--- src/rtl/core_seq_pkg.sv ---
// Shared types and constants for the RV32 multi-cycle sequencer.
// State encoding, RV32 major opcodes and fault cause codes.
package core_seq_pkg;

    typedef enum logic [2:0] {
        ST_FETCH     = 3'd0,
        ST_DECODE    = 3'd1,
        ST_EXECUTE   = 3'd2,
        ST_MEM       = 3'd3,
        ST_WRITEBACK = 3'd4,
        ST_HALT      = 3'd5,
        ST_FAULT     = 3'd6
    } state_t;

    localparam logic [6:0] OP_REG    = 7'b0110011;
    localparam logic [6:0] OP_IMM    = 7'b0010011;
    localparam logic [6:0] OP_LOAD   = 7'b0000011;
    localparam logic [6:0] OP_STORE  = 7'b0100011;
    localparam logic [6:0] OP_BRANCH = 7'b1100011;
    localparam logic [6:0] OP_JAL    = 7'b1101111;
    localparam logic [6:0] OP_JALR   = 7'b1100111;
    localparam logic [6:0] OP_LUI    = 7'b0110111;
    localparam logic [6:0] OP_AUIPC  = 7'b0010111;
    localparam logic [6:0] OP_SYSTEM = 7'b1110011;

    localparam logic [1:0] CAUSE_NONE    = 2'b00;
    localparam logic [1:0] CAUSE_ILLEGAL = 2'b01;
    localparam logic [1:0] CAUSE_IMEM    = 2'b10;
    localparam logic [1:0] CAUSE_DMEM    = 2'b11;

    function automatic logic is_legal_op(input logic [6:0] op);
        logic ok;
        case (op)
            OP_REG, OP_IMM, OP_LOAD, OP_STORE, OP_BRANCH,
            OP_JAL, OP_JALR, OP_LUI, OP_AUIPC: ok = 1'b1;
            default:                           ok = 1'b0;
        endcase
        return ok;
    endfunction

endpackage

--- src/rtl/core_perf_counters.sv ---
// Cycle and retired-instruction counters for the sequencer.
// Only instantiated when CORE_SEQ_PERF_EN is defined.
module core_perf_counters
    import core_seq_pkg::*;
#(
    parameter int CNT_W = 32
) (
    input  logic             clk,
    input  logic             rst,
    input  logic             retire,
    output logic [CNT_W-1:0] cycle_count,
    output logic [CNT_W-1:0] instret_count
);

    always_ff @(posedge clk) begin
        if (rst) begin
            cycle_count   <= '0;
            instret_count <= '0;
        end else begin
            cycle_count <= cycle_count + CNT_W'(1);
            if (retire)
                instret_count <= instret_count + CNT_W'(1);
        end
    end

endmodule

--- src/rtl/core_sequencer.sv ---
// Multi-cycle FETCH/DECODE/EXECUTE/MEM/WRITEBACK sequencer for RV32.
// Optional perf counters enabled by defining CORE_SEQ_PERF_EN.
module core_sequencer
    import core_seq_pkg::*;
#(
    parameter int MEM_TIMEOUT = 16,
    parameter int CNT_W       = 32
) (
    input  logic             clk,
    input  logic             rst,
    input  logic [6:0]       opcode,
    input  logic             reg_write_enable_dec,
    input  logic             dmem_write_enable_dec,
    input  logic             dmem_read_enable_dec,
    output logic             imem_req,
    input  logic             imem_ready,
    output logic             dmem_req,
    output logic             dmem_we,
    input  logic             dmem_ready,
    output logic             ir_write_enable,
    output logic             pc_write_enable,
    output logic             reg_write_enable,
    output logic             halted,
    output logic             fault,
    output logic [1:0]       fault_cause,
    output logic [2:0]       state_dbg,
    output logic [CNT_W-1:0] cycle_count,
    output logic [CNT_W-1:0] instret_count
);

    localparam int WAIT_W = $clog2(MEM_TIMEOUT);
    localparam logic [WAIT_W-1:0] WAIT_LAST = WAIT_W'(MEM_TIMEOUT - 1);

    state_t            state;
    logic [WAIT_W-1:0] wait_cnt;
    logic [1:0]        cause_q;

    always_ff @(posedge clk) begin
        if (rst) begin
            state    <= ST_FETCH;
            wait_cnt <= '0;
            cause_q  <= CAUSE_NONE;
        end else begin
            unique case (state)
                ST_FETCH: begin
                    if (imem_ready) begin
                        state <= ST_DECODE;
                    end else if (wait_cnt == WAIT_LAST) begin
                        state   <= ST_FAULT;
                        cause_q <= CAUSE_IMEM;
                    end else begin
                        wait_cnt <= wait_cnt + WAIT_W'(1);
                    end
                end
                ST_DECODE: begin
                    if (opcode == OP_SYSTEM) begin
                        state <= ST_HALT;
                    end else if (!is_legal_op(opcode)) begin
                        state   <= ST_FAULT;
                        cause_q <= CAUSE_ILLEGAL;
                    end else begin
                        state <= ST_EXECUTE;
                    end
                end
                ST_EXECUTE: begin
                    if (dmem_read_enable_dec || dmem_write_enable_dec) begin
                        state    <= ST_MEM;
                        wait_cnt <= '0;
                    end else begin
                        state <= ST_WRITEBACK;
                    end
                end
                ST_MEM: begin
                    if (dmem_ready) begin
                        state <= ST_WRITEBACK;
                    end else if (wait_cnt == WAIT_LAST) begin
                        state   <= ST_FAULT;
                        cause_q <= CAUSE_DMEM;
                    end else begin
                        wait_cnt <= wait_cnt + WAIT_W'(1);
                    end
                end
                ST_WRITEBACK: begin
                    state    <= ST_FETCH;
                    wait_cnt <= '0;
                end
                ST_HALT, ST_FAULT: state <= state;
                default: state <= ST_FAULT;
            endcase
        end
    end

    // Requests and strobes are masked combinationally while reset is held.
    logic run;
    assign run = !rst;

    assign imem_req         = run && (state == ST_FETCH);
    assign ir_write_enable  = imem_req && imem_ready;
    assign dmem_req         = run && (state == ST_MEM);
    assign dmem_we          = dmem_req && dmem_write_enable_dec;
    assign pc_write_enable  = run && (state == ST_WRITEBACK);
    assign reg_write_enable = pc_write_enable && reg_write_enable_dec;
    assign halted           = (state == ST_HALT);
    assign fault            = (state == ST_FAULT);
    assign fault_cause      = cause_q;
    assign state_dbg        = state;

`ifdef CORE_SEQ_PERF_EN
    core_perf_counters #(
        .CNT_W(CNT_W)
    ) u_perf (
        .clk          (clk),
        .rst          (rst),
        .retire       (pc_write_enable),
        .cycle_count  (cycle_count),
        .instret_count(instret_count)
    );
`else
    assign cycle_count   = '0;
    assign instret_count = '0;
`endif

endmodule

--- config.mk ---
export PLATFORM = sky130hd
export DESIGN_NAME = core_sequencer
export DESIGN_NICKNAME = d
export VERILOG_FILES = /design/src/rtl/core_seq_pkg.sv /design/src/rtl/core_perf_counters.sv /design/src/rtl/core_sequencer.sv
export SDC_FILE = /design/constraint.sdc
export NUM_CORES = 1
export LEC_CHECK = 0
export BUFFER_PORTS_ARGS = -buffer_cell sky130_fd_sc_hd__buf_2
export CELL_PAD_IN_SITES_DETAIL_PLACEMENT = 0
export CELL_PAD_IN_SITES_GLOBAL_PLACEMENT = 1
export CORE_UTILIZATION = 28
export DETAILED_ROUTE_END_ITERATION = 8
export PLACE_DENSITY = 0.92
export RECOVER_POWER = 100
export SKIP_CTS_REPAIR_TIMING = 1
export SLEW_MARGIN = 10
export SYNTH_ARGS = -nofsm -noshare
export SYNTH_HDL_FRONTEND = slang
export SYNTH_SLANG_ARGS = --single-unit
--- constraint.sdc ---
create_clock -name clk -period 4.4 [get_ports clk]
set_input_delay 0.22 -clock clk [delete_from_list [all_inputs] [get_ports clk]]
set_output_delay 0.22 -clock clk [all_outputs]
set_load 0.05 [all_outputs]
; After elaboration in Yosys (flattened, before gate mapping)
; Index checks and enable logic that the tools add are counted.
[op_classes]
shift = 0
addsub = 1
n_lt_le_gt_ge = 0
n_reduce_logical = 15
n_mul = 0
mux = 23
eq_ne = 24
div = 0
bitwise = 0
[ops]
columns = cell, n
row1 = $eq 7x7->1 const B, 4
row2 = $eq 7x6->1 const B, 3
row3 = $mux 3, 6
row4 = $pmux 3 s6, 1
row5 = $mux 4, 4
row6 = $pmux 4 s4, 1
row7 = $eq 7x5->1 const B, 2
row8 = $ne 2x2->1 const B, 7
row9 = $mux 2, 6
row10 = $eq 3x3->1 const B, 3
row11 = $reduce_or 9->1, 1
row12 = $eq 7x2->1 const B, 1
row13 = $reduce_and 7->1, 1
row14 = $eq 3x2->1 const B, 2
row15 = $logic_and 1x1->1, 6
row16 = $pmux 2 s3, 1
row17 = $add 4x1->4 const B, 1
row18 = $eq 4x4->1 const B, 1
row19 = $mux 1, 4
row20 = $reduce_and 4->1, 1
row21 = $reduce_bool 4->1, 1
row22 = $eq 3x1->1 const B, 1
row23 = $logic_not 3->1, 1
row24 = $reduce_bool 3->1, 1
row25 = other kinds (3), 3
[word_totals]
regBits = 9
output_inout_bits = 77
ramBits = 0
input_bits = 14
latch_bits = 0
wordCells = 66
romBits = 0
memories = 0

; Longest topological paths before layout
; Gate-level depths: netlist of run 1.
[depth]
depth_word = 9
depth_mapped = 6
ltp_nobuf = 6

; Worst setup path after synthesis of run 1
; No wires, ideal clock.
[synth_path]
path_type = reg2out
start = reg state[0] (netlist: state_dbg[0])
end = out ir_write_enable
required_time_ps = 4180
arrival_ps = 3046
n_path_buf = 2
setup_slack_ps = 1134
path_stages_with_launch = 5
cell_sequence = dfxtp_1 > buf_2 > buf_2 > nor4_1 > and2_1
[synth_between]
elab_chain_len = 3
[synth_lines]
columns = element, line_no
row1 = start: declaration, core_sequencer.sv:34  ; state_t state;
row2 = start signal: assignment, core_sequencer.sv:87  ; ST_HALT, ST_FAULT: state <= state;
row3 = $logic_not 3->1, core_sequencer.sv:97  ; assign imem_req = run && (state == ST_FETCH);
row4 = $logic_and 1x1->1, core_sequencer.sv:97
row5 = net imem_req, core_sequencer.sv:15  ; output logic imem_req,
row6 = $logic_and 1x1->1, core_sequencer.sv:98  ; assign ir_write_enable = imem_req && imem_ready;
row7 = end: declaration, core_sequencer.sv:20  ; output logic ir_write_enable,
; The timed path passes the listed nets, and every way through them passes these cells.

; Final worst setup path of run 1
[layout_path]
start = reg state[0] (netlist: state_dbg[0])
end = out dmem_we
[layout_between]
elab_chain_len = 3
[layout_lines]
columns = element, line_no
row1 = $eq 3x2->1, core_sequencer.sv:99  ; assign dmem_req = run && (state == ST_MEM);
row2 = $logic_and 1x1->1, core_sequencer.sv:99
row3 = $logic_and 1x1->1, core_sequencer.sv:100  ; assign dmem_we = dmem_req && dmem_write_enable_dec;
row4 = end: declaration, core_sequencer.sv:18  ; output logic dmem_we,
; Every way passes these cells.

==> results.json, run 1 <==
{
  "timing.fmax_mhz": 490,
  "worstReg2RegEnd": "wait_cnt[1]",
  "htreeDepth": 1,
  "dp_hpwl_um": 1660,
  "clock_path_buffers": 2,
  "layout.nets": 199,
  "worst-slew-pin-transition_ns": 0.659,
  "io_pins": 91,
  "syn_inst": 159,
  "ant_nets": 0,
  "yosys.area.top_type_share": 0.404,
  "postSynthAreaPerCell_um2": 7.48,
  "die_x_um": 67.2,
  "initial_core_util": 0.295,
  "std_cell_rows": 23,
  "first_pass_iters": 4,
  "cts_buffers": 3,
  "clk_pin_slew_ns": 0.05,
  "final_cell_area_um2": 1140,
  "fin_crit_sh": 0.464,
  "layout-drive-gt1-share": 0.109,
  "cpPeakStageDelay_ns": 0.69,
  "seq_area_frac_synth": 0.151,
  "finalSetupTns_ns": 0,
  "place.gp.congestion": 0.757,
  "synth_cell_types": 38,
  "r2r_start": "state_dbg[0]",
  "r2r_setup_slack_ns": 2.41,
  "slew_headroom": 0.559,
  "min_period_ns": 2.04,
  "rsz0062_at_grt": "false",
  "via_per_inst": 4.09,
  "num_vias": 954,
  "grt_pass1_vias": 728,
  "synth_edf_count": 0,
  "grt_pass1_wl_um": 3190,
  "synth_area_leader_cell": "buf_4",
  "drc": 0,
  "synth_area_leaders": "buf_4 (40%), dfxtp_1 (15%), a311oi_1 (3.7%)",
  "cts_tree": "built",
  "end_kind": "primary output",
  "ys.flop_type": "dfxtp_1",
  "p_leak_nw": 0.550,
  "cp-startpoint": "state_dbg[0]",
  "cts-root-buf": "clkbuf_8",
  "final_cell_mix": "conb_1 (64), clkbuf_1 (14), buf_2 (13), nand2_1 (9), dfxtp_1 (9)",
  "r2r_cells": 4,
  "arrival_ns": 1.82,
  "grt_max_degree": 21,
  "max_cap_violations": 0,
  "n_antenna_cell": 0,
  "wl_per_cell_um": 9.10,
  "clock_sinks": 9,
  "die_y_um": 67.2,
  "critPathRequiredTime_ns": 4.18,
  "crit_slowest_cell": "dfxtp_1",
  "antenna_found_initial": 0,
  "routed_wl_um": 2120,
  "track_usage": 0.0933,
  "clk_latency_ns": 0.24,
  "hold_class": "in2reg",
  "setup_viol": 0,
  "gr-total-overflow": 0,
  "fp.coreArea_um2": 4030,
  "drt_iter0_drc": 19,
  "ys_warn_count": 0,
  "cp-endpoint": "dmem_we",
  "worstPathMaxFanout": 20,
  "worst-setup-path-type": "reg2out",
  "placed_area_um2": 1120,
  "layout_commonest_cell": "conb_1",
  "path_cells": "and4bb_2, and2_1, clkbuf_1",
  "synth-seq-cells": 9,
  "area_growth_pct": -4.31,
  "async_flop_share": 0,
  "run_status": "completed",
  "portBuffers": 26,
  "synth_area_um2": 1190,
  "worstSetupStartpointType": "flip-flop",
  "peakVddDrop_v": 0.000139,
  "p_per_area_nw_per_um2": 543,
  "clock_skew_ns": 0.00153,
  "finalHoldViolations": 0,
  "finalMaxSlewViolations": 0,
  "dieArea_um2": 4510
}
[report_power, final]
group	leakage, nW	internal [mW]	total [mW]	switching [mW]
Combinational	0.454	0.0807	0.367	0.287
Sequential	0.0735	0.102	0.151	0.0495
Clock	0.0228	0.0634	0.0995	0.0361
[cell type report]
class	count	area, µm²
Multi-Input combinational cell	140	722
Tap cell	50	62.6
Fill cell	463	2890
Sequential cell	9	180
Inverter	4	15.0
Clock buffer	4	45.0
Timing Repair Buffer	26	114
[critical path, delay by kind of cell, from the launching register on]
family | cells | cell delay [ns]
flip-flops | 1 | 0.69
buffers and inverters | 1 | 0.46
AND/OR/NAND/NOR | 2 | 0.43
[synth_stat cells (2+ instances only)]
library cell  number
and3_1             3
nor2_1             8
buf_4             64
clkbuf_1           3
nor3b_1            3
nand3_1            4
buf_2              2
and2_1             5
a21oi_1            6
a311oi_1           5
a31oi_1            2
nand2_1            9
nand2b_1           4
inv_1              4
o21ai_0            4
dfxtp_1            9
nor3_1             3
[how the worst min path moves through the flow]
stage	startpoint	end	cells after the start
2_1_floorplan	rst	wait_cnt[0]	2
3_3_place_gp	wait_cnt[3]	wait_cnt[3]	1
3_5_place_dp	wait_cnt[3]	wait_cnt[3]	1
4_1_cts	rst	state_dbg[0]	2
5_1_grt	rst	wait_cnt[1]	2
6_report	rst	state_dbg[0]	2
[cells by family (layout without fill, tap and decap cells)]
logic type      after synthesis  in the layout  share of synthesized area
buf+inv                      73             34                      0.434
simple gates                 46             46                      0.215
compound gates               28             28                      0.178
flops                         9              9                      0.151
fa+ha+maj                     1              1                     0.0105
other cells                   1             64                    0.00315
mux                           1              1                    0.00841
[registers in the layout, summed over array words and instances, names as in the netlist]
name / flops
wait_cnt: 4
state_dbg: 3
fault_cause: 2
[layer usage]
layer	vias to the layer above	GRT usage	part of all wire
met3	5	0.0338	0.071
li1	472	-	-
met5	-	0	0
met2	46	0.161	0.49
met1	431	0.105	0.43
met4	0	0.0319	0.013
[stage by stage]
step	hold WS, ns	setup WS, ns	power, mW	util	cells
finish	0.306	2.36	0.618	0.283	233
global placement	0.500	2.66	0.526	0.277	229
global route	0.336	2.21	0.656	0.283	233
detailed placement	0.504	2.61	0.529	0.277	229
CTS	0.305	2.59	0.629	0.289	233
floorplan	0.400	1.13	0.518	-	222
(Power assumes the default switching activity.)
==> run 2, diff against run 1 <==
--- a/config.mk
+++ b/config.mk
@@ -8,9 +8,9 @@
 export BUFFER_PORTS_ARGS = -buffer_cell sky130_fd_sc_hd__buf_2
 export CELL_PAD_IN_SITES_DETAIL_PLACEMENT = 0
 export CELL_PAD_IN_SITES_GLOBAL_PLACEMENT = 1
-export CORE_UTILIZATION = 28
+export CORE_UTILIZATION = 26
 export DETAILED_ROUTE_END_ITERATION = 8
-export PLACE_DENSITY = 0.92
+export PLACE_DENSITY = 0.87
 export RECOVER_POWER = 100
 export SKIP_CTS_REPAIR_TIMING = 1
 export SLEW_MARGIN = 10
==> constraint.sdc (replaced) <==
create_clock -name clk -period 2.1 [get_ports clk]
set_input_delay 0.105 -clock clk [delete_from_list [all_inputs] [get_ports clk]]
set_output_delay 0.105 -clock clk [all_outputs]
set_load 0.05 [all_outputs]
==> run 2 against run 1 <==
Net effect:
- die area increased by 7.5%
- final cell count is 1.3% higher
- sequential cell count stayed put
- highest routed layer unchanged
- critical path depth unchanged
- first-iteration DRC count rose to 7.7 times the previous value
- utilization fell by 1.6 points
- design area increased by 2.7%
- routed wire length increased by 3.6%
- non-clock buffer count up 1
==> results.json, run 2 (synthesis gave the netlist of run 1 again) <==
{
  "drc": 0,
  "track_usage": 0.0833,
  "antenna_found_initial": 0,
  "finalSetupTns_ns": 0,
  "slew_headroom": 0.599,
  "gr-total-overflow": 0,
  "std_cell_rows": 24,
  "setup_viol": 0,
  "p_leak_nw": 0.566,
  "worstPathMaxFanout": 14,
  "grt_pass1_wl_um": 3240,
  "drt_iter0_drc": 147,
  "hold_class": "in2reg",
  "dieArea_um2": 4850,
  "clk_pin_slew_ns": 0.05,
  "finalMaxSlewViolations": 0,
  "r2r_setup_slack_ns": 0.22,
  "peakVddDrop_v": 0.000230,
  "p_per_area_nw_per_um2": 1140,
  "cts_buffers": 3,
  "critPathRequiredTime_ns": 2.00,
  "layout.nets": 200,
  "fin_crit_sh": 0.899,
  "grt_max_degree": 19,
  "routed_wl_um": 2200,
  "io_pins": 91,
  "fp.coreArea_um2": 4380,
  "cts-root-buf": "clkbuf_8",
  "place_inst": 232,
  "r2r_start": "state_dbg[2]",
  "final_core_util": 0.267,
  "layout-drive-gt1-share": 0.136,
  "layout.cells.non_filler": 236,
  "worst-setup-path-type": "reg2out",
  "layout_commonest_cell": "conb_1",
  "via_per_inst": 4.21,
  "clock_skew_ns": 0.00557,
  "arrival_ns": 1.78,
  "n_antenna_cell": 0,
  "initial_core_util": 0.271,
  "place.gp.congestion": 0.825,
  "largest_register_ff_count": 4,
  "run_status": "completed",
  "worstSetupStartpointType": "flip-flop",
  "worstHoldStart": "rst",
  "die_y_um": 69.7,
  "cts_tree": "built",
  "grt_pass1_vias": 691,
  "cp-startpoint": "state_dbg[2]",
  "largest-register": "wait_cnt",
  "area_growth_pct": -1.68,
  "portBuffers": 26,
  "num_vias": 993,
  "total_power_mw": 1.33,
  "dp_hpwl_um": 1680,
  "clock_path_buffers": 2,
  "htreeDepth": 1,
  "worst-slew-pin-transition_ns": 0.605,
  "wl_per_cell_um": 9.31,
  "first_pass_iters": 5,
  "finalHoldViolations": 0,
  "ant_nets": 0,
  "max_cap_violations": 0,
  "clock_sinks": 9,
  "rsz0062_at_grt": "false",
  "die_x_um": 69.7,
  "clk_latency_ns": 0.24,
  "timing.fmax_mhz": 530,
  "final_cell_mix": "conb_1 (64), buf_2 (13), clkbuf_1 (12), nand2_1 (9), dfxtp_1 (9)",
  "end_kind": "primary output",
  "min_period_ns": 1.89
}
## run 2: cell count changes in the layout (fill, tap and decap cells not counted)
cell	delta
nor4_4	+1
nor3b_2	+1
clkbuf_1	-2
a221oi_2	-1
o32ai_1	-1
clkinv_2	+1
nor3b_1	-1
nor4_1	-1
a221oi_1	+1
o32ai_2	+1
clkbuf_2	+2
## run 2: cell type report
| cell class | instances | area [µm²] |
|---|---|---|
| Sequential cell | 9 | 180 |
| Inverter | 4 | 15.0 |
| Fill cell | 509 | 3210 |
| Multi-Input combinational cell | 140 | 743 |
| Tap cell | 52 | 65.1 |
| Clock buffer | 3 | 41.3 |
| Clock inverter | 1 | 5.00 |
| Timing Repair Buffer | 27 | 120 |
## run 2: where the power goes
group	switching, mW	internal, mW
logic	0.622	0.186
registers	0.104	0.214
clock network	0.0768	0.130
total	0.802	0.530
## run 2: critical path, cell delays in order, from the launching register on
cell and delay (ns):
dfxtp_1 0.63, inv_1 0.20, nor3b_2 0.22, clkbuf_1 0.48
## run 2: final timing paths
kind / endpoint / depth (start not counted)
worst max-delay path: fault / 3
worst min register to register: wait_cnt[3] / 1
worst max register to register: wait_cnt[3] / 4
worst min-delay path: wait_cnt[1] / 2
## run 2: stage by stage
stage | area [µm²] | setup slack (ns) | hold WS (ns)
2_1_floorplan | 1450 | -0.0817 | 0.267
3_3_place_gp | 1150 | 0.381 | 0.452
3_5_place_dp | 1150 | 0.372 | 0.453
4_1_cts | 1190 | 0.318 | 0.210
5_1_grt | 1170 | 0.130 | 0.220
6_report | 1170 | 0.212 | 0.206
## run 2: metal layers
metal / GRT usage / up-vias / share of wire
met3: 0.0131 / 5 / 0.12
met5: 0 / - / 0
met2: 0.114 / 82 / 0.43
met4: 0.0533 / 0 / 0.022
li1: - / 468 / -
met1: 0.119 / 438 / 0.44
